**src/rtl/uart_time_set_rx.sv**
```systemverilog
// Parses "S" + 14 ASCII digits + optional CR + LF from a byte stream into a
// 56-bit BCD time/date word {YY,WW,MM,DD,hh,mm,ss}, with range and gap checks.
module uart_time_set_rx #(
  parameter int CLK_FREQ   = 50_000_000,
  parameter int TIMEOUT_MS = 10
) (
  input  logic        clk,
  input  logic        rst,
  input  logic [7:0]  rx_data,
  input  logic        rx_vld,
  output logic [55:0] dout,
  output logic        dout_vld,
  output logic        err,
  output logic [1:0]  err_code,
  output logic        busy
);

  localparam int TO_CYC = CLK_FREQ / 1000 * TIMEOUT_MS;
  localparam int GW     = (TO_CYC > 1) ? $clog2(TO_CYC) : 1;
  localparam logic [GW-1:0] GAP_LAST = GW'(TO_CYC - 1);

  localparam logic [7:0] CH_S  = 8'h53;
  localparam logic [7:0] CH_CR = 8'h0D;
  localparam logic [7:0] CH_LF = 8'h0A;

  localparam logic [1:0] ERR_CHAR  = 2'd1;
  localparam logic [1:0] ERR_RANGE = 2'd2;
  localparam logic [1:0] ERR_TIME  = 2'd3;

  typedef enum logic [1:0] {IDLE, DIGIT, TERM, CHECK} state_t;

  state_t        state, next_state;
  logic [55:0]   shift_reg;
  logic [3:0]    digit_cnt;
  logic          cr_seen;
  logic [GW-1:0] gap_cnt;

  logic          frame_start, digit_shift, cr_set, dout_load, err_set;
  logic [1:0]    err_code_nxt;

  logic          is_digit, in_frame, gap_expired, range_ok;
  logic [7:0]    f_ww, f_mm, f_dd, f_hh, f_mi, f_ss;

  assign is_digit    = (rx_data >= 8'h30) && (rx_data <= 8'h39);
  assign in_frame    = (state == DIGIT) || (state == TERM);
  assign gap_expired = in_frame && !rx_vld && (gap_cnt == GAP_LAST);
  assign busy        = (state != IDLE);

  // Every nibble is a decimal digit, so BCD bytes order the same as hex.
  assign f_ww = shift_reg[47:40];
  assign f_mm = shift_reg[39:32];
  assign f_dd = shift_reg[31:24];
  assign f_hh = shift_reg[23:16];
  assign f_mi = shift_reg[15:8];
  assign f_ss = shift_reg[7:0];
  assign range_ok = (f_ww >= 8'h01) && (f_ww <= 8'h07) &&
                    (f_mm >= 8'h01) && (f_mm <= 8'h12) &&
                    (f_dd >= 8'h01) && (f_dd <= 8'h31) &&
                    (f_hh <= 8'h23) && (f_mi <= 8'h59) && (f_ss <= 8'h59);

  always_ff @(posedge clk) begin
    if (rst) state <= IDLE;
    else     state <= next_state;
  end

  always_comb begin
    next_state = state;
    case (state)
      IDLE:  if (rx_vld && rx_data == CH_S) next_state = DIGIT;
      DIGIT: begin
        if (rx_vld) begin
          if (is_digit)              next_state = (digit_cnt == 4'd13) ? TERM : DIGIT;
          else if (rx_data != CH_S)  next_state = IDLE;
        end else if (gap_expired) begin
          next_state = IDLE;
        end
      end
      TERM: begin
        if (rx_vld) begin
          if (rx_data == CH_LF)                     next_state = CHECK;
          else if (!(rx_data == CH_CR && !cr_seen)) next_state = IDLE;
        end else if (gap_expired) begin
          next_state = IDLE;
        end
      end
      CHECK:   next_state = IDLE;
      default: next_state = IDLE;
    endcase
  end

  always_comb begin
    frame_start  = 1'b0;
    digit_shift  = 1'b0;
    cr_set       = 1'b0;
    dout_load    = 1'b0;
    err_set      = 1'b0;
    err_code_nxt = ERR_CHAR;
    case (state)
      IDLE: frame_start = rx_vld && (rx_data == CH_S);
      DIGIT: begin
        if (rx_vld) begin
          if (is_digit)              digit_shift = 1'b1;
          else if (rx_data == CH_S)  frame_start = 1'b1;
          else                       err_set     = 1'b1;
        end else if (gap_expired) begin
          err_set      = 1'b1;
          err_code_nxt = ERR_TIME;
        end
      end
      TERM: begin
        if (rx_vld) begin
          if (rx_data == CH_CR && !cr_seen) cr_set  = 1'b1;
          else if (rx_data != CH_LF)        err_set = 1'b1;
        end else if (gap_expired) begin
          err_set      = 1'b1;
          err_code_nxt = ERR_TIME;
        end
      end
      CHECK: begin
        if (range_ok) begin
          dout_load = 1'b1;
        end else begin
          err_set      = 1'b1;
          err_code_nxt = ERR_RANGE;
        end
      end
      default: ;
    endcase
  end

  // Datapath: shift register, counters and the registered output pulses.
  always_ff @(posedge clk) begin
    if (rst) begin
      shift_reg <= '0;
      digit_cnt <= '0;
      cr_seen   <= 1'b0;
      gap_cnt   <= '0;
      dout      <= '0;
      dout_vld  <= 1'b0;
      err       <= 1'b0;
      err_code  <= '0;
    end else begin
      dout_vld <= dout_load;
      err      <= err_set;
      if (err_set)   err_code <= err_code_nxt;
      if (dout_load) dout     <= shift_reg;
      if (digit_shift) shift_reg <= {shift_reg[51:0], rx_data[3:0]};
      if (frame_start) begin
        digit_cnt <= '0;
        cr_seen   <= 1'b0;
      end else begin
        if (digit_shift) digit_cnt <= digit_cnt + 4'd1;
        if (cr_set)      cr_seen   <= 1'b1;
      end
      if (in_frame && !rx_vld) gap_cnt <= gap_cnt + GW'(1);
      else                     gap_cnt <= '0;
    end
  end

endmodule

```
**config.mk**
```make
export PLATFORM = sky130hd
export DESIGN_NAME = uart_time_set_rx
export DESIGN_NICKNAME = d
export VERILOG_FILES = /design/src/rtl/uart_time_set_rx.sv
export SDC_FILE = /design/constraint.sdc
export NUM_CORES = 1
export LEC_CHECK = 0
export ABC_CLOCK_PERIOD_IN_PS = 5100
export BUFFER_PORTS_ARGS = -buffer_cell sky130_fd_sc_hd__buf_2
export CAP_MARGIN = 0
export CELL_PAD_IN_SITES_DETAIL_PLACEMENT = 1
export CELL_PAD_IN_SITES_GLOBAL_PLACEMENT = 1
export CORE_ASPECT_RATIO = 0.75
export CORE_MARGIN = 10
export CORE_UTILIZATION = 40
export DETAILED_ROUTE_END_ITERATION = 7
export GPL_TIMING_DRIVEN = 0
export PLACE_DENSITY = 0.76
export SYNTH_ARGS = -nofsm -noshare
export SYNTH_HDL_FRONTEND = slang
export SYNTH_SLANG_ARGS = --single-unit
```
**constraint.sdc**
```tcl
create_clock -name clk -period 5.1 [get_ports clk]
set_input_delay 0 -clock clk [delete_from_list [all_inputs] [get_ports clk]]
set_output_delay 0 -clock clk [all_outputs]
set_load 0.02 [all_outputs]
```
==> out/qor.yml <==
ys.warnings.count: 0
p_seq_share_pct: 46.2
h-tree-depth: 4
drive_gt1_share_pct: 15.3
cts_tree: "done"
dp.cells: 896
n_antenna_cell: 0
ir_drop_mv: 0.259
post-route-util_pct: 50.4
ys_ff_latch: 142
design_area_um2: 6600
tns_ns: 0
stdcell_count: 931
leakagePower_nw: 2.55
placed_cell_area_um2: 5970
cts_buffer_depth: 2
wl_um: 15900
ys_seq_area_share_pct: 52.5
finalCriticalPeriod_ns: 2.43
p_int_mw: 1.91
max_slew_margin_pct: 46.1
tightest_slew_ns: 0.802
synth_area_um2: 5410
core_area_um2: 13100
maxClockFrequency_mhz: 411
synthCells: 655
die-width_um: 154
synth_nets: 673
syn_avg_cell_area_um2: 8.26
grt_antenna_before_repair: 0
die_area_um2: 18600
port_buffers: 70
combPwrFrac_pct: 2.4
setup_viol: 0
rsz0062_at_grt: "false"
hpwl_um: 11500
worstSetupStartpointType: "register"
grt_max_degree: 17
hold_viol_final: 0
ant_nets: 0
power_density_nw_per_um2: 365
status: "finished clean"
final_cell_mix: "nand2_1 (208), dfxtp_1 (142), a21oi_1 (102)"
overflow: 0
grt_usage_pct: 17.3
cts-root-buf: "clkbuf_16"
fill_cells: 1613
final_common_cell: "nand2_1"
cts_resized: 0
ios: 72
dr_total_vias: 4857
path_clk_slew_ns: 0.06
grt_pass1_wl_um: 26200
crit_type: "reg -> reg"
ys.flop_type: "dfxtp_1"
period_share_pct: 47.7
cts_sinks: 142
drt_first_pass_iters: 4
maxSlewViolCount: 0
cts_setup_buffers: 0
synthArstFlopShare_pct: 0
skew_ns: 0.0120
ys_types: 46
die_h_um: 121
nets: 767
drc: 0
routabilityCongestion: 0.812
worstPathMaxFanout: 10
vias_per_cell: 5.22
cp_data_arrival_time_ns: 2.77
end_kind: "register"
pwr-share-clk_pct: 51.4
initial_core_util_pct: 41.3
synth_edf_count: 0
routedWlPerCell_um: 17.1
synth_top_cell_by_area: "dfxtp_1"
area_growth_pct: 22.1
drtIter0Drc: 244
cp.required_ns: 5.44
fin_hold_ws_ns: 0.0197
insertion_delay_ns: 0.43
std_cell_rows: 36
min_path_type: "in -> reg"
cap_violations: 0
synthTopCellsByArea: "dfxtp_1 (53%), nand2_1 (14%), a21oi_1 (9.4%)"
p_sw_mw: 0.496
p_sw_share_pct: 20.6
cts_inserted_buffers: 17
first_global_vias: 5061
synthDominantCellAreaShare_pct: 52.5
## critical path: stages (launching register included)
cell	delay, ns
dfxtp_1	0.35
o31ai_1	0.50
nand3_1	0.15
a211oi_1	0.41
and3_1	0.21
buf_2	0.25
buf_4	0.22
nand2_1	0.07
a21oi_1	0.18
## per-layer routing
metal  vias up  GRT usage (%)  routed length, µm
met5         -              0                  0
met4         0           6.30                238
met3        23           5.53                833
met2        89           28.3               7510
met1      2362           20.9               7350
li1       2383              -                  -
## cells in the mapped netlist (all sizes together), types with 2 or more instances
cell     instances
nor3             3
a211oi           3
inv             11
nand4bb          2
buf             12
and3            18
nor2            36
a21oi          103
nor4b            2
nand2          208
dfxtp          142
xnor2            7
o211a            2
o21a             2
o311ai           2
or3              2
xor2            13
nor4             6
nand3           15
and4b            3
o31ai            2
a31oi            2
clkbuf          25
o21ai            7
ha               7
or4              3
nand4            4
## metrics by stage
step,total power [mW],setup slack (ns)
after detailed placement,1.19,2.74
after global placement,1.19,2.82
after CTS,2.43,2.69
after global routing,2.49,2.50
final,2.41,2.67
after floorplan,1.17,3.05
## power groups by stage
stage / logic [mW] / registers [mW] / clock network [mW]
finish: 0.0582 / 1.11 / 1.24
global route: 0.0642 / 1.11 / 1.31
CTS: 0.0586 / 1.11 / 1.26
detailed placement: 0.0552 / 1.14 / 0
global placement: 0.0524 / 1.14 / 0
floorplan: 0.0335 / 1.14 / 0
## repair_timing
item / in CTS / in global routing
hold buffers: 5 / 0
setup endpoints to repair: 0 / 0
endpoints found under the hold margin: 5 / 0
## logic make-up (layout without fill, tap and decap cells)
| logic type | count (synthesis) | after routing | share of synthesized area [%] |
|---|---|---|---|
| buffers and inverters | 48 | 153 | 3.98 |
| XOR/XNOR | 20 | 20 | 3.24 |
| AO/OA/AOI/OAI | 131 | 131 | 13.5 |
| AND/OR/NAND/NOR | 306 | 306 | 24.9 |
| adder cells (fa/ha/maj) | 7 | 7 | 1.62 |
| flip-flops | 142 | 142 | 52.5 |
| multiplexers | 1 | 1 | 0.185 |
## final timing paths
kind	startpoint	to	slack (ns)	depth (start not counted)
hold reg to reg	dout[40]$_SDFFE_PP0P_	dout[40]$_SDFFE_PP0P_	0.45	2
setup reg to reg	shift_reg[18]$_SDFFE_PP0P_	dout[41]$_SDFFE_PP0P_	2.67	8
setup / recovery	shift_reg[18]$_SDFFE_PP0P_	dout[41]$_SDFFE_PP0P_	2.67	8
hold / removal	rx_data[7]	cr_seen$_SDFFE_PP0P_	0.02	4
## area by class of cell
class | count | area (µm²) | area share, %
sequential | 142 | 2840 | 43.0
multi-input combinational | 465 | 2350 | 35.6
clock buffer | 22 | 464 | 7.03
timing repair buffer | 75 | 400 | 6.06
tap | 171 | 214 | 3.24
buffer | 37 | 174 | 2.63
clock inverter | 8 | 115 | 1.74
inverter | 11 | 41.3 | 0.625
No activity file was read; power rests on OpenSTA's default activity.
